--- src/rtl/alu_pkg.sv ---
// Shared definitions for the ALU request arbiter: opcodes, data widths and
// the arbiter FSM state encoding.
package alu_pkg;

    localparam int DATA_W = 8;
    localparam int RES_W  = 16;
    localparam int OP_W   = 3;

    localparam logic [OP_W-1:0] OP_ADD = 3'b000;
    localparam logic [OP_W-1:0] OP_SUB = 3'b001;
    localparam logic [OP_W-1:0] OP_MUL = 3'b010;
    localparam logic [OP_W-1:0] OP_AND = 3'b011;
    localparam logic [OP_W-1:0] OP_XOR = 3'b100;
    localparam logic [OP_W-1:0] OP_ABS = 3'b101;
    localparam logic [OP_W-1:0] OP_AVG = 3'b110;
    localparam logic [OP_W-1:0] OP_MOD = 3'b111;

    typedef enum logic [1:0] {
        ST_IDLE = 2'b00,
        ST_EXEC = 2'b01,
        ST_CAPT = 2'b10,
        ST_RESP = 2'b11
    } arb_state_t;

endpackage

--- src/rtl/alu_req_arbiter_if.sv ---
// Bundle of the request, ALU and response channels of the ALU arbiter.
// slave  : the arbiter's view.
// master : the environment's view (requesters, ALU, response consumer).
interface alu_req_arbiter_if #(
    parameter int NUM_REQ = 2,
    parameter int ID_W    = $clog2(NUM_REQ)
) ();
    import alu_pkg::*;

    logic [NUM_REQ-1:0]        req_valid_i;
    logic [NUM_REQ-1:0]        req_ready_o;
    logic [NUM_REQ*DATA_W-1:0] req_a_i;
    logic [NUM_REQ*DATA_W-1:0] req_b_i;
    logic [NUM_REQ*OP_W-1:0]   req_inst_i;

    logic [DATA_W-1:0]         alu_a_o;
    logic [DATA_W-1:0]         alu_b_o;
    logic [OP_W-1:0]           alu_inst_o;
    logic [RES_W-1:0]          alu_data_i;

    logic                      rsp_valid_o;
    logic                      rsp_ready_i;
    logic [ID_W-1:0]           rsp_id_o;
    logic [RES_W-1:0]          rsp_data_o;
    logic                      rsp_err_o;
    logic                      busy_o;

    modport slave (
        input  req_valid_i, req_a_i, req_b_i, req_inst_i, alu_data_i, rsp_ready_i,
        output req_ready_o, alu_a_o, alu_b_o, alu_inst_o,
        output rsp_valid_o, rsp_id_o, rsp_data_o, rsp_err_o, busy_o
    );

    modport master (
        output req_valid_i, req_a_i, req_b_i, req_inst_i, alu_data_i, rsp_ready_i,
        input  req_ready_o, alu_a_o, alu_b_o, alu_inst_o,
        input  rsp_valid_o, rsp_id_o, rsp_data_o, rsp_err_o, busy_o
    );

endinterface

--- src/rtl/rr_arbiter.sv ---
// Combinational round-robin arbiter: searches upward from ptr+1 (mod NUM_REQ)
// and returns the first asserted request as a one-hot grant plus its index.
module rr_arbiter #(
    parameter int NUM_REQ = 2,
    parameter int ID_W    = $clog2(NUM_REQ)
) (
    input  logic [NUM_REQ-1:0] req,
    input  logic [ID_W-1:0]    ptr,
    output logic [NUM_REQ-1:0] gnt,
    output logic [ID_W-1:0]    gnt_idx,
    output logic               gnt_any
);

    localparam logic [ID_W:0] NUM_REQ_W = (ID_W+1)'(NUM_REQ);

    logic [ID_W:0]   sum;
    logic [ID_W-1:0] cand;

    // First valid requester after the pointer wins; ptr+i never exceeds
    // 2*NUM_REQ-1, so a single conditional subtract implements the modulo.
    always_comb begin
        gnt     = '0;
        gnt_idx = '0;
        gnt_any = 1'b0;
        sum     = '0;
        cand    = '0;
        for (int i = 1; i <= NUM_REQ; i++) begin
            sum = {1'b0, ptr} + (ID_W+1)'(i);
            if (sum >= NUM_REQ_W) begin
                sum = sum - NUM_REQ_W;
            end
            cand = sum[ID_W-1:0];
            if (!gnt_any && req[cand]) begin
                gnt_any   = 1'b1;
                gnt[cand] = 1'b1;
                gnt_idx   = cand;
            end
        end
    end

endmodule

--- src/rtl/alu_req_arbiter.sv ---
// Shares one registered ALU (one-cycle latency) between NUM_REQ requesters.
// One operation in flight at a time, round-robin grant, result returned with
// the requester index on a valid/ready response channel.
// Optional macro ALU_DIVZERO_GUARD_EN: MOD with operand A == 0 is replaced by
// a harmless AND on the ALU and answered with data 0 and rsp_err_o = 1.
//
// state | meaning
// ------+-------------------------------------------------------------
// IDLE  | waiting for a request; req_ready_o shows the round-robin grant
// EXEC  | captured operands drive the ALU; ALU registers at cycle end
// CAPT  | ALU result sampled into the response registers
// RESP  | response held until rsp_ready_i
module alu_req_arbiter
    import alu_pkg::*;
#(
    parameter int NUM_REQ = 2,
    parameter int ID_W    = $clog2(NUM_REQ)
) (
    input  logic               clk_p_i,
    input  logic               reset_n_i,
    alu_req_arbiter_if.slave   bus
);

    arb_state_t          state;
    logic [ID_W-1:0]     rr_ptr;
    logic [NUM_REQ-1:0]  gnt;
    logic [ID_W-1:0]     gnt_idx;
    logic                gnt_any;
    logic [DATA_W-1:0]   sel_a;
    logic [DATA_W-1:0]   sel_b;
    logic [OP_W-1:0]     sel_inst;
    logic                dz_hit;
    logic                dz_q;

    rr_arbiter #(
        .NUM_REQ (NUM_REQ),
        .ID_W    (ID_W)
    ) u_rr_arbiter (
        .req     (bus.req_valid_i),
        .ptr     (rr_ptr),
        .gnt     (gnt),
        .gnt_idx (gnt_idx),
        .gnt_any (gnt_any)
    );

    // Pick the granted requester's payload out of the packed request buses.
    always_comb begin
        sel_a    = '0;
        sel_b    = '0;
        sel_inst = '0;
        for (int i = 0; i < NUM_REQ; i++) begin
            if (gnt[i]) begin
                sel_a    = bus.req_a_i[i*DATA_W +: DATA_W];
                sel_b    = bus.req_b_i[i*DATA_W +: DATA_W];
                sel_inst = bus.req_inst_i[i*OP_W +: OP_W];
            end
        end
    end

`ifdef ALU_DIVZERO_GUARD_EN
    assign dz_hit = (sel_inst == OP_MOD) && (sel_a == '0);
`else
    // Without the guard nothing is ever flagged, so rsp_err_o stays 0 and a
    // modulo-by-zero result passes straight through from the ALU.
    assign dz_hit = 1'b0;
`endif

    // Grant is only offered while idle; at most one bit is ever set.
    assign bus.req_ready_o = (state == ST_IDLE) ? gnt : '0;

    // Arbiter FSM with registered ALU drive and response outputs.
    always_ff @(posedge clk_p_i or negedge reset_n_i) begin
        if (!reset_n_i) begin
            state           <= ST_IDLE;
            rr_ptr          <= ID_W'(NUM_REQ - 1);
            dz_q            <= 1'b0;
            bus.alu_a_o     <= '0;
            bus.alu_b_o     <= '0;
            bus.alu_inst_o  <= '0;
            bus.rsp_valid_o <= 1'b0;
            bus.rsp_id_o    <= '0;
            bus.rsp_data_o  <= '0;
            bus.rsp_err_o   <= 1'b0;
            bus.busy_o      <= 1'b0;
        end else begin
            case (state)
                ST_IDLE: begin
                    if (gnt_any) begin
                        bus.alu_a_o    <= sel_a;
                        bus.alu_b_o    <= sel_b;
                        bus.alu_inst_o <= dz_hit ? OP_AND : sel_inst;
                        bus.rsp_id_o   <= gnt_idx;
                        dz_q           <= dz_hit;
                        rr_ptr         <= gnt_idx;
                        bus.busy_o     <= 1'b1;
                        state          <= ST_EXEC;
                    end
                end
                ST_EXEC: begin
                    state <= ST_CAPT;
                end
                ST_CAPT: begin
                    bus.rsp_data_o  <= dz_q ? '0 : bus.alu_data_i;
                    bus.rsp_err_o   <= dz_q;
                    bus.rsp_valid_o <= 1'b1;
                    state           <= ST_RESP;
                end
                ST_RESP: begin
                    if (bus.rsp_ready_i) begin
                        bus.rsp_valid_o <= 1'b0;
                        bus.busy_o      <= 1'b0;
                        state           <= ST_IDLE;
                    end
                end
                default: begin
                    state <= ST_IDLE;
                end
            endcase
        end
    end

endmodule

--- src/flat_wrapper.sv ---
// flat-port wrapper written by rule: the top's interface ports become plain ports
module alu_req_arbiter_flat import alu_pkg::*;
#(
    parameter int NUM_REQ = 2,
    parameter int ID_W    = $clog2(NUM_REQ)
)
  (clk_p_i, reset_n_i, bus_req_valid_i, bus_req_a_i, bus_req_b_i, bus_req_inst_i, bus_alu_data_i, bus_rsp_ready_i, bus_req_ready_o, bus_alu_a_o, bus_alu_b_o, bus_alu_inst_o, bus_rsp_valid_o, bus_rsp_id_o, bus_rsp_data_o, bus_rsp_err_o, bus_busy_o);
  alu_req_arbiter_if #(.NUM_REQ(NUM_REQ), .ID_W(ID_W)) bus_i ();
  input  logic clk_p_i;
  input  logic reset_n_i;
  input wire logic [$bits(bus_i.req_valid_i)-1:0] bus_req_valid_i;
  input wire logic [$bits(bus_i.req_a_i)-1:0] bus_req_a_i;
  input wire logic [$bits(bus_i.req_b_i)-1:0] bus_req_b_i;
  input wire logic [$bits(bus_i.req_inst_i)-1:0] bus_req_inst_i;
  input wire logic [$bits(bus_i.alu_data_i)-1:0] bus_alu_data_i;
  input wire logic [$bits(bus_i.rsp_ready_i)-1:0] bus_rsp_ready_i;
  output wire logic [$bits(bus_i.req_ready_o)-1:0] bus_req_ready_o;
  output wire logic [$bits(bus_i.alu_a_o)-1:0] bus_alu_a_o;
  output wire logic [$bits(bus_i.alu_b_o)-1:0] bus_alu_b_o;
  output wire logic [$bits(bus_i.alu_inst_o)-1:0] bus_alu_inst_o;
  output wire logic [$bits(bus_i.rsp_valid_o)-1:0] bus_rsp_valid_o;
  output wire logic [$bits(bus_i.rsp_id_o)-1:0] bus_rsp_id_o;
  output wire logic [$bits(bus_i.rsp_data_o)-1:0] bus_rsp_data_o;
  output wire logic [$bits(bus_i.rsp_err_o)-1:0] bus_rsp_err_o;
  output wire logic [$bits(bus_i.busy_o)-1:0] bus_busy_o;
  assign bus_i.req_valid_i = bus_req_valid_i;
  assign bus_i.req_a_i = bus_req_a_i;
  assign bus_i.req_b_i = bus_req_b_i;
  assign bus_i.req_inst_i = bus_req_inst_i;
  assign bus_i.alu_data_i = bus_alu_data_i;
  assign bus_i.rsp_ready_i = bus_rsp_ready_i;
  assign bus_req_ready_o = bus_i.req_ready_o;
  assign bus_alu_a_o = bus_i.alu_a_o;
  assign bus_alu_b_o = bus_i.alu_b_o;
  assign bus_alu_inst_o = bus_i.alu_inst_o;
  assign bus_rsp_valid_o = bus_i.rsp_valid_o;
  assign bus_rsp_id_o = bus_i.rsp_id_o;
  assign bus_rsp_data_o = bus_i.rsp_data_o;
  assign bus_rsp_err_o = bus_i.rsp_err_o;
  assign bus_busy_o = bus_i.busy_o;
  alu_req_arbiter #(.NUM_REQ(NUM_REQ), .ID_W(ID_W)) u_core (.clk_p_i(clk_p_i), .reset_n_i(reset_n_i), .bus(bus_i));
endmodule
--- config.mk ---
export PLATFORM = sky130hd
export DESIGN_NAME = alu_req_arbiter_flat
export DESIGN_NICKNAME = d
export VERILOG_FILES = /design/src/rtl/alu_pkg.sv /design/src/rtl/alu_req_arbiter_if.sv /design/src/rtl/rr_arbiter.sv /design/src/rtl/alu_req_arbiter.sv /design/src/flat_wrapper.sv
export SDC_FILE = /design/constraint.sdc
export NUM_CORES = 1
export LEC_CHECK = 0
export ABC_AREA = 1
export BUFFER_PORTS_ARGS = -buffer_cell sky130_fd_sc_hd__buf_4
export CORE_UTILIZATION = 46
export CTS_BUF_LIST = sky130_fd_sc_hd__clkbuf_4 sky130_fd_sc_hd__clkbuf_8
export DETAILED_ROUTE_END_ITERATION = 12
export PLACE_DENSITY = 0.81
export SLEW_MARGIN = 25
export SYNTH_ARGS = -nofsm -noshare
export SYNTH_HDL_FRONTEND = slang
export SYNTH_SLANG_ARGS = --single-unit
export TNS_END_PERCENT = 100
--- constraint.sdc ---
create_clock -name clk_p_i -period 1.7 [get_ports clk_p_i]
set_input_delay 0.51 -clock clk_p_i [delete_from_list [all_inputs] [get_ports clk_p_i]]
set_output_delay 0.51 -clock clk_p_i [all_outputs]
set_load 0.01 [all_outputs]
# == Word-level counts from Yosys, hierarchy flattened ==
# Index checks and enable logic that the tools add are counted.
# op_classes
eq_ne,5
add_sub_neg,4
n_reduce_logical,11
bitwise_logic,1
mux,30
order_cmp,6
# ops
op,count
2-to-1 mux 8 bit,4
2-to-1 mux 1 bit,14
2-to-1 mux 2 bit,5
one-hot mux 2 bit (4 select lines),1
2-to-1 mux 3 bit,2
AND reduction 2 bit,3
equality test 2 bit (second input constant),2
greater-or-equal comparator 2 bit (second input constant),2
less-than comparator 1 x 2 -> 1 bit (second input constant),2
one-hot mux 1 bit (2 select lines),2
nonzero test 2 bit,2
logical AND 1 bit,3
AND reduction 3 bit,1
adder 1 x 1 -> 2 bit (second input constant),1
adder 1 x 2 -> 2 bit (second input constant),1
demux 1 bit (select 1 bit),2
equality test 2 x 1 -> 1 bit (second input constant),1
greater-or-equal comparator 1 bit (second input constant),2
logical NOT 2 bit,1
!= test 2 x 1 -> 1 bit (second input constant),1
!= test 2 bit (second input constant),1
OR 2 bit,1
subtractor 1 bit (second input constant),2
logical NOT 1 bit,1
# totals
regBits,41
out_inout_bits,41
in_bits,59

# == Depth between registers and ports, before layout ==
# Gate-level depths: netlist of the first run.
# depth
ltp_word,12
ltp_mapped,9
ltp_nobuf,8

# == Hierarchy ==
# A second synthesis of the first run with hierarchy kept.
# unflattened
cells_unflattened,262
area_unflattened_um2,1963.1
# by_module_without_submodules
module,area_per_inst_um2,cells_per_inst,n_inst,seq_area_each_um2
alu_req_arbiter,1933.1,255,1,1027.2
rr_arbiter,30.0,7,1,0.0

# == Worst setup path after synthesis of the first run ==
# No wires, ideal clock.
# synth_path
path_kind,flip-flop to output port
startpoint,register u_core.state[0]
endpoint,output bus_req_ready_o[1]
path_buffers,0
path_stages_with_launch,5
setup_slack_ns,0.034
arrival_ns,1.156
required_time_ns,1.190
path_cell_list,dfrtp_1 inv_1 ha_1 inv_1 nor3_2
# synth_via
elab_chain_len,2
# synth_lines
element,line_no,text
from (decl),alu_req_arbiter.sv:24,arb_state_t state;
from (signal assigned),alu_req_arbiter.sv:74,state <= ST_IDLE;
from (signal assigned),alu_req_arbiter.sv:96,state <= ST_EXEC;
from (signal assigned),alu_req_arbiter.sv:100,state <= ST_CAPT;
logical NOT 2 bit,alu_req_arbiter.sv:69,assign bus.req_ready_o = (state == ST_IDLE) ? gnt : '0;
2-to-1 mux 2 bit,alu_req_arbiter.sv:69,
to (decl),flat_wrapper.sv:17,output wire logic [$bits(bus_i.req_ready_o)-1:0] bus_req_ready_o;
# No other way between the ends.

# == Final worst setup path of the first run ==
# layout_path
startpoint,register u_core.state[0]
endpoint,output bus_req_ready_o[0]
# The elaborated chain is that of the path after synthesis.

==> qor.csv, run 1 <==
metric,value,unit
Final Cycle Share,108,%
Layout area overhead,52.4,%
Setup Crit Path Kind,reg -> out,
Total GRT Usage,23.0,%
WP buf/inv,3,
"Reg clk slew, reported paths",80,ps
register area,1030,sq um
largest net degree at the start of global routing,42,
Die Y,66.6,um
Synth Net Count,313,
CP startpoint kind,register,
Starting DRT DRC Count,119,
total power,5.10,mW
gpl congestion,0.812,
failing checks,negative setup slack,
Mapped Area,1920,sq um
worst skew pair latency,300,ps
Tmin final,1830,ps
Peak Freq,0.546,GHz
Unique masters post-synth,16,
clk sinks,41,
FP Rows,23,
critical-path cell list,"inv_2, ha_4, inv_4, nor3_4, buf_6",
post-synthesis register bit count,41,
Post-DP Area,2720,sq um
Top-Level Pins,100,
"worst slack, placed",51.3,ps
detailed-route wire length per cell,12.4,um
layout cells sized above 1,36.6,%
vias in the first global route,1670,
Syn Inst Count,250,
DRT Pass-1 Iters,4,
area of the multi-input gates,806,sq um
DRT antenna net count,0,
CP endpoint kind,primary output,
Core Footprint,4000,sq um
RSZ-0062 raised after global routing,true,
clock tree root buffer cell,clkbuf_8,
Final HPWL DP,3570,um
max incr delay on CP,410,ps
Die ar.,4430,sq um
YS warnings,0,
pins over their slew limit,0,
Final Skew,7.06,ps
n_diodes,0,
CTS Buffer Depth,2,
Via density,4.77,
status,"finished, violations left",
Critical-path top delay cell,dfrtp_1,
PnR worst setup slack,-132,ps
final number of setup-violating endpoints,2,
H-tree Lvls,2,
power per cell area,1750,nW/um^2
Final Instance Area,2920,sq um
Worst EP required,1190,ps
CTS tree,yes,
final hold violation count,0,
initial core utilization,48.0,%
die span in x,66.6,um
path category of the worst min-delay check,in -> async,
Worst IR Drop VDD,1.15,mV
Mean Syn Cell Area,7.67,sq um
Slew HR,66.3,%
Nets,423,
DR DRC count,0,
first-pass GRT wire length,7510,um
Max Cap Viol,0,
CP top delay family,flip-flops,
antenna violations before repair,0,
global route overflow,0,
CP max FO,2,
number of CTS-inserted buffers,5,
Worst-Margin Slew,506,ps
Worst Path Arrival,1320,ps
Lkg Pwr,1.69,nW
final WL,5090,um
input/output buffers,98,
fill count,331,
sequential-to-total area share from yosys stat,53.6,%
vias post-DR,1959,
==> routing by layer <==
layer / GRT usage [%] / up-vias / routed length (um)
li1: - / 979 / -
met1: 28.4 / 898 / 2160
met2: 39.3 / 73 / 2540
met3: 4.11 / 9 / 297
met4: 9.57 / 0 / 96
met5: 0 / - / 0
==> cell usage after synthesis <==
cell | count | share of area [%]
dfrtp_1 | 40 | 52
buf_6 | 1 | 0.59
o21ai_0 | 3 | 0.78
conb_1 | 1 | 0.20
inv_2 | 3 | 0.59
nand2_1 | 149 | 29
nor3_2 | 2 | 1.0
buf_4 | 3 | 1.2
inv_1 | 10 | 2.0
ha_1 | 4 | 2.6
nor2_2 | 1 | 0.33
nand3_1 | 23 | 6.0
buf_2 | 4 | 1.0
nor2_1 | 3 | 0.59
clkbuf_1 | 2 | 0.39
dfstp_2 | 1 | 1.4
==> report_power, final <==
part	switching (mW)	leakage, nW	internal, mW
logic	1.38	1.13	1.19
clock network	0.344	0.0574	0.477
registers	0.258	0.506	1.45
==> cells in the final DEF (no fill, tap or decap) <==
cell type	Yosys	routed
dfrtp_1	40	40
inv_1	10	7
bufinv_16	0	1
ha_4	0	1
buf_6	1	2
nand2_1	149	149
clkinvlp_4	0	1
nor3_4	0	2
o21ai_0	3	3
buf_4	3	111
ha_1	4	3
nor2_1	3	3
inv_2	3	5
conb_1	1	1
inv_4	0	1
nor2_2	1	1
nand3_1	23	23
clkbuf_8	0	6
dfstp_2	1	1
==> path summary, 6_finish.rpt <==
| kind | from | cells past startpoint | slack (ps) | to |
|---|---|---|---|---|
| max reg2reg | u_core.state[0]$_DFFE_PN0P_ | 7 | 200 | u_core.rr_ptr$_DFFE_PN1P_ |
| min in group clk_p_i | bus_alu_data_i[6] | 3 | 400 | u_core.bus.rsp_data_o[6]$_DFFE_PN0P_ |
| max in group asynchronous | reset_n_i | 1 | 1160 | u_core.rr_ptr$_DFFE_PN1P_ |
| max | u_core.state[0]$_DFFE_PN0P_ | 5 | -130 | bus_req_ready_o[0] |
| min | reset_n_i | 1 | 170 | u_core.bus.rsp_data_o[15]$_DFFE_PN0P_ |
| min reg2reg | u_core.bus.rsp_data_o[4]$_DFFE_PN0P_ | 2 | 480 | u_core.bus.rsp_data_o[4]$_DFFE_PN0P_ |
==> what timing repair did <==
item | in CTS | in global routing
endpoints found under the setup margin | 2 | 2
setup buffers | 3 | 3
pin swaps | 2 | 3
resized for setup | 10 | 0
hold buffers | 0 | 0
==> worst register-to-register path, stage by stage, from the launching register on <==
cell and delay, ps:
dfrtp_1 380, inv_2 70, ha_4 170, buf_4 130
buf_4 130, nand2_1 180, inv_2 170, o21ai_0 190
==> flip-flops by register name, summed over array words and instances (netlist names) <==
signal	count
u_core.bus.alu_a_o	8
u_core.bus.rsp_valid_o	1
u_core.rr_ptr	1
u_core.bus.alu_inst_o	3
u_core.bus.busy_o	1
u_core.bus.alu_b_o	8
u_core.bus.rsp_id_o	1
u_core.state	2
u_core.bus.rsp_data_o	16
==> cell type report <==
type	count	share of cell area, %
Clock inverter	2	1.28
Clock buffer	6	2.83
Timing Repair Buffer	113	29.3
Inverter	13	1.76
Multi-Input combinational cell	186	27.6
Tap cell	50	2.14
Sequential cell	41	35.1
==> cells by family after synthesis <==
| kind of cell | Yosys count | share of synthesized area (%) |
|---|---|---|
| simple gates | 178 | 37.1 |
| buf+inv | 23 | 5.74 |
| other cells | 1 | 0.196 |
| fa+ha+maj | 4 | 2.61 |
| flops | 41 | 53.6 |
| compound gates | 3 | 0.783 |
==> stage by stage <==
stage	cells	util, %	TNS, ps	hold slack (ps)
after floorplan	250	-	0	214
after global placement	397	68.1	0	454
after detailed placement	397	68.1	0	460
after CTS	408	72.5	-252	188
after global routing	411	73.1	-290	216
final	411	73.1	-202	166
(Power assumes the default switching activity.)
==> run 2, diff against run 1 <==
--- a/config.mk
+++ b/config.mk
@@ -7,10 +7,12 @@
 export LEC_CHECK = 0
 export ABC_AREA = 1
 export BUFFER_PORTS_ARGS = -buffer_cell sky130_fd_sc_hd__buf_4
+export CORE_ASPECT_RATIO = 0.8
 export CORE_UTILIZATION = 46
 export CTS_BUF_LIST = sky130_fd_sc_hd__clkbuf_4 sky130_fd_sc_hd__clkbuf_8
 export DETAILED_ROUTE_END_ITERATION = 12
 export PLACE_DENSITY = 0.81
+export SETUP_SLACK_MARGIN = 0.1
 export SLEW_MARGIN = 25
 export SYNTH_ARGS = -nofsm -noshare
 export SYNTH_HDL_FRONTEND = slang
==> run 2 against run 1 <==
The run still ends with negative setup slack left. First-iteration DRC count decreased by 22%. Register-to-register slack improved by 80 ps. Core utilization increased by 1.6 points. Die area about the same. Clock power about the same. Wire length decreased by 2.2%. Non-clock buffer count decreased by 2. Via count decreased by 1.3%.
==> qor.csv, run 2 (synthesis gave the netlist of run 1 again) <==
metric,value,unit,change
RSZ-0062 raised after global routing,true,,unchanged
DRT Pass-1 Iters,4,,unchanged
GRT met1 Usage,31.4,%,was 28.4%
Max Cap Viol,0,,unchanged
Final Instance Area,2920,sq um,about the same
top flop regs,"u_core.bus.rsp_data_o: 16 flops, u_core.bus.alu_a_o: 8 flops, u_core.bus.alu_b_o: 8 flops",,unchanged
"commonest non-fill, non-tap cell in the layout",nand2_1,,unchanged
number of CTS-inserted buffers,5,,unchanged
CP startpoint kind,register,,unchanged
largest net degree at the start of global routing,42,,unchanged
CP max FO,2,,unchanged
initial core utilization,49.1,%,was 48.0%
CTS Buffer Depth,2,,unchanged
gpl congestion,0.803,,was 0.812
Layout area overhead,52.1,%,was 52.4%
Post-DP Area,2730,sq um,was 2720 sq um
Worst-Margin Slew,529,ps,was 506 ps
pins over their slew limit,0,,unchanged
Die Y,59.8,um,was 66.6 um
detailed-route wire length per cell,12.0,um,was 12.4 um
final WL,4980,um,was 5090 um
failing checks,negative setup slack,,unchanged
fill count,306,,was 331
global route overflow,0,,unchanged
Total GRT Usage,23.8,%,was 23.0%
layout cells sized above 1,36.5,%,was 36.6%
die span in x,74.2,um,was 66.6 um
Setup Crit Path Kind,reg -> out,,unchanged
H-tree Lvls,2,,unchanged
power per cell area,1730,nW/um^2,was 1750 nW/um^2
DR DRC count,0,,unchanged
Final Cycle Share,105,%,was 108%
n_diodes,0,,unchanged
"Reg clk slew, reported paths",70,ps,was 80 ps
Largest Register,u_core.bus.rsp_data_o,,unchanged
most used routing layer,met2,,unchanged
Peak Freq,0.562,GHz,was 0.546 GHz
Top-Level Pins,100,,unchanged
Final Skew,7.83,ps,was 7.06 ps
Lkg Pwr,1.69,nW,about the same
first-pass GRT wire length,7800,um,was 7510 um
Final Core Density,74.7,%,was 73.1%
worst skew pair latency,290,ps,was 300 ps
Worst IR Drop VDD,1.12,mV,was 1.15 mV
vias post-DR,1933,,was 1959
Core Footprint,3900,sq um,was 4000 sq um
clock tree root buffer cell,clkbuf_8,,unchanged
CTS tree,yes,,unchanged
Worst EP required,1190,ps,about the same
input/output buffers,98,,unchanged
Final HPWL DP,3690,um,was 3570 um
area of the multi-input gates,808,sq um,was 806 sq um
Slew HR,64.7,%,was 66.3%
register area,1030,sq um,unchanged
max reg flops,16,,unchanged
clk sinks,41,,unchanged
status,"finished, violations left",,unchanged
DRT antenna net count,0,,unchanged
PnR worst setup slack,-79.3,ps,was -132 ps
FP Rows,20,,was 23
vias in the first global route,1735,,was 1670
antenna violations before repair,0,,unchanged
Post-Route Setup TNS,-112,ps,was -202 ps
path category of the worst min-delay check,in -> async,,unchanged
"commonest non-fill, non-tap cells in the layout","nand2_1, buf_4, dfrtp_1",,unchanged
global routing usage on met2,38.7,%,was 39.3%
Starting DRT DRC Count,93,,was 119
Nets,421,,was 423
final hold violation count,0,,unchanged
Tmin final,1780,ps,was 1830 ps
Worst Path Arrival,1270,ps,was 1320 ps
CP endpoint kind,primary output,,unchanged
Via density,4.67,,was 4.77
Hold WS,185,ps,was 166 ps
final number of setup-violating endpoints,2,,unchanged
met3 Usage GRT,6.07,%,was 4.11%
Die ar.,4430,sq um,about the same
-- run 2: changes by cell type in the layout (fill, tap and decap cells not counted), sizes merged --
cell	change
clkinvlp	-1
clkbuf	+1
buf	-2
-- run 2: stage by stage --
stage	worst slack [ps]	power, mW	std cells
final	-79.3	5.05	414
after global routing	-164	5.45	414
after CTS	-104	5.04	412
after detailed placement	-125	4.10	401
after global placement	-1.47	4.02	401
after floorplan	94.7	2.98	250
-- run 2: repair_timing --
| item | CTS | global route |
|---|---|---|
| hold buffers | 0 | 0 |
| gates cloned | 0 | 0 |
| endpoints found under the setup margin | 2 | 14 |
| pin swaps | 3 | 1 |
| resized for setup | 8 | 1 |
| setup buffers | 3 | 2 |
-- run 2: final cells by class --
type                       count  share of cell area [%]
inverter                      13                    1.76
multi-input combinational    186                    27.7
clock buffer                   7                    3.09
clock inverter                 1                    1.03
tap                           55                    2.36
sequential                    41                    35.2
timing repair buffer         111                    28.8
-- run 2: final timing paths --
path | from | endpoint | slack [ps] | depth (start not counted)
worst max register to register | u_core.rr_ptr$_DFFE_PN1P_ | u_core.bus.alu_b_o[5]$_DFFE_PN0P_ | 280 | 8
max in group asynchronous | reset_n_i | u_core.rr_ptr$_DFFE_PN1P_ | 1140 | 1
worst max-delay path | u_core.state[0]$_DFFE_PN0P_ | bus_req_ready_o[0] | -80 | 5
worst min register to register | u_core.bus.rsp_data_o[15]$_DFFE_PN0P_ | u_core.bus.rsp_data_o[15]$_DFFE_PN0P_ | 480 | 2
min in group clk_p_i | bus_alu_data_i[15] | u_core.bus.rsp_data_o[15]$_DFFE_PN0P_ | 410 | 3
worst min-delay path | reset_n_i | u_core.bus.alu_inst_o[0]$_DFFE_PN0P_ | 180 | 1
-- run 2: routing by layer --
metal	up-vias	share of wire [%]
li1	976	-
met5	-	0
met1	867	46
met4	0	0.88
met2	85	44
met3	5	8.8
-- run 2: power breakdown --
group	switching (mW)	leakage [nW]	internal (mW)	total (mW)
logic	1.34	1.12	1.18	2.52
clock network	0.329	0.0619	0.495	0.824
registers	0.258	0.506	1.45	1.71
-- run 2: critical path, stage by stage (launching register included) --
cell and delay, ps:
dfrtp_1 390, inv_2 90, ha_4 140, inv_4 40
nor3_4 190, buf_6 130
==> run 3, diff against run 2 <==
--- a/config.mk
+++ b/config.mk
@@ -7,11 +7,13 @@
 export LEC_CHECK = 0
 export ABC_AREA = 1
 export BUFFER_PORTS_ARGS = -buffer_cell sky130_fd_sc_hd__buf_4
+export CELL_PAD_IN_SITES_DETAIL_PLACEMENT = 1
+export CELL_PAD_IN_SITES_GLOBAL_PLACEMENT = 1
 export CORE_ASPECT_RATIO = 0.8
-export CORE_UTILIZATION = 46
+export CORE_UTILIZATION = 32
 export CTS_BUF_LIST = sky130_fd_sc_hd__clkbuf_4 sky130_fd_sc_hd__clkbuf_8
 export DETAILED_ROUTE_END_ITERATION = 12
-export PLACE_DENSITY = 0.81
+export PLACE_DENSITY = 0.82
 export SETUP_SLACK_MARGIN = 0.1
 export SLEW_MARGIN = 25
 export SYNTH_ARGS = -nofsm -noshare
==> run 3 against run 2 <==
The run still ends with negative setup slack left. Maximum frequency down 0.83%. Highest routed layer unchanged. Design area grew 0.77%. Critical endpoint unchanged. Core utilization down 22 points.
==> qor.csv, run 3 (synthesis gave the netlist of run 1 again) <==
metric,value,unit,change
CP max FO,2,,unchanged
path category of the worst min-delay check,in -> async,,unchanged
vias post-DR,1963,,was 1933
gpl congestion,0.796,,was 0.803
Via density,4.47,,was 4.67
CP startpoint kind,register,,unchanged
Critical Path Start,u_core.state[0]$_DFFE_PN0P_,,unchanged
first-pass GRT wire length,9250,um,was 7800 um
total power,4.92,mW,was 5.05 mW
"commonest non-fill, non-tap cells in the layout","nand2_1, buf_4, dfrtp_1",,unchanged
CP top delay family,flip-flops,,unchanged
Worst IR Drop VDD,0.882,mV,was 1.12 mV
die span in x,88.6,um,was 74.2 um
Final Core Density,52.3,%,was 74.7%
Slew HR,64.2,%,was 64.7%
Setup Crit Path Kind,reg -> out,,unchanged
max reg flops,16,,unchanged
DR DRC count,0,,unchanged
Max Cap Viol,0,,unchanged
Peak Freq,0.557,GHz,was 0.562 GHz
Largest Register,u_core.bus.rsp_data_o,,unchanged
input/output buffers,98,,unchanged
DRT Pass-1 Iters,4,,unchanged
Final HPWL DP,4310,um,was 3690 um
Final Cycle Share,106,%,was 105%
initial core utilization,34.2,%,was 49.1%
CTS Buffer Depth,2,,unchanged
final number of setup-violating endpoints,2,,unchanged
Worst-Margin Slew,537,ps,was 529 ps
"Reg clk slew, reported paths",80,ps,was 70 ps
vias in the first global route,2024,,was 1735
power per cell area,1680,nW/um^2,was 1730 nW/um^2
global route overflow,0,,unchanged
"worst slack, placed",-17.3,ps,was -125 ps
Tmin final,1790,ps,was 1780 ps
clock tree root buffer cell,clkbuf_8,,unchanged
CP endpoint kind,primary output,,unchanged
layout cells sized above 1,36.8,%,was 36.5%
number of CTS-inserted buffers,5,,unchanged
Core Footprint,5620,sq um,was 3900 sq um
Nets,423,,was 421
Lkg Pwr,1.69,nW,about the same
n_diodes,0,,unchanged
pins over their slew limit,0,,unchanged
Die ar.,6310,sq um,was 4430 sq um
critical-path cell list,"inv_2, ha_4, inv_4, nor3_4, buf_6",,unchanged
RSZ-0062 raised after global routing,true,,unchanged
largest net degree at the start of global routing,42,,unchanged
Worst Path Arrival,1280,ps,was 1270 ps
Hold WS,182,ps,was 185 ps
Starting DRT DRC Count,78,,was 93
final hold violation count,0,,unchanged
status,"finished, violations left",,unchanged
antenna violations before repair,0,,unchanged
Critical-path top delay cell,dfrtp_1,,unchanged
WP buf/inv,3,,unchanged
Layout area overhead,53.2,%,was 52.1%
Top-Level Pins,100,,unchanged
max incr delay on CP,390,ps,about the same
PnR worst setup slack,-94.1,ps,was -79.3 ps
"commonest non-fill, non-tap cell in the layout",nand2_1,,unchanged
detailed-route wire length per cell,12.8,um,was 12.0 um
Final Skew,6.22,ps,was 7.83 ps
Hold Buf Count CTS,0,,unchanged
DRT antenna net count,0,,unchanged
worst skew pair latency,290,ps,about the same
H-tree Lvls,2,,unchanged
Worst EP required,1190,ps,about the same
final WL,5640,um,was 4980 um
failing checks,negative setup slack,,unchanged
top flop regs,"u_core.bus.rsp_data_o: 16 flops, u_core.bus.alu_a_o: 8 flops, u_core.bus.alu_b_o: 8 flops",,unchanged
clk sinks,41,,unchanged
R2R Path Start,u_core.rr_ptr$_DFFE_PN1P_,,unchanged
FP Rows,24,,was 20
Die Y,71.2,um,was 59.8 um
Total GRT Usage,19.2,%,was 23.8%
CTS tree,yes,,unchanged
## run 3: changes by cell type in the layout (fill, tap and decap cells not counted), sizes merged
cell | previous run | this run
bufinv | 1 | 0
clkinv | 0 | 2
buf | 111 | 113
clkbuf | 7 | 6
## run 3: through the flow
| step | cells | area [sq um] | TNS (ps) |
|---|---|---|---|
| final | 439 | 2940 | -169 |
| after global routing | 439 | 2940 | -302 |
| after CTS | 438 | 2930 | -213 |
| after detailed placement | 426 | 2780 | -17.3 |
| after global placement | 426 | 2780 | 0 |
| after floorplan | 250 | 1930 | 0 |
## run 3: layout make-up
type                    instances  area (sq um)
fillers                       743          2680
flip-flops and latches         41          1030
clock inverters                 2          13.8
repair buffers                113           856
well taps                      78          97.6
inverters                      13          53.8
multi-input cells             186           808
clock buffers                   6          82.6
## run 3: path summary, 6_finish.rpt
check,endpoint,slack [ps],cells past startpoint
setup / recovery,bus_req_ready_o[0],-90,5
hold / removal,u_core.bus.alu_a_o[0]$_DFFE_PN0P_,180,1
setup reg to reg,u_core.bus.alu_b_o[1]$_DFFE_PN0P_,210,8
hold reg to reg,u_core.bus.rsp_data_o[0]$_DFFE_PN0P_,470,2
max in group asynchronous,u_core.bus.rsp_data_o[3]$_DFFE_PN0P_,1130,1
min in group clk_p_i,u_core.bus.rsp_data_o[9]$_DFFE_PN0P_,420,3
## run 3: worst reg2reg max path, cell delays in order, from the launching register on
cell     delay, ps
dfstp_2        570
nand2_1         70
inv_2          100
nor2_2          60
nand2_1         80
nand2_1        140
buf_4          220
nand2_1         80
nand2_1         60
## run 3: repair_timing
action,4_1_cts,5_1_grt
endpoints found under the hold margin,0,0
resized for setup,8,3
setup buffers,4,1
pin swaps,2,1
setup endpoints to repair,2,4
## run 3: per-layer routing
| layer | vias up | global-route usage (%) | wire [um] |
|---|---|---|---|
| met1 | 910 | 24.9 | 2550 |
| met3 | 5 | 4.26 | 373 |
| met5 | - | 0 | 0 |
| met4 | 0 | 5.38 | 42 |
| met2 | 67 | 32.4 | 2670 |
| li1 | 981 | - | - |
## run 3: where the power goes
group / internal [mW] / switching [mW]
registers: 1.45 / 0.249
clock network: 0.329 / 0.347
logic: 1.19 / 1.37
total: 2.96 / 1.96
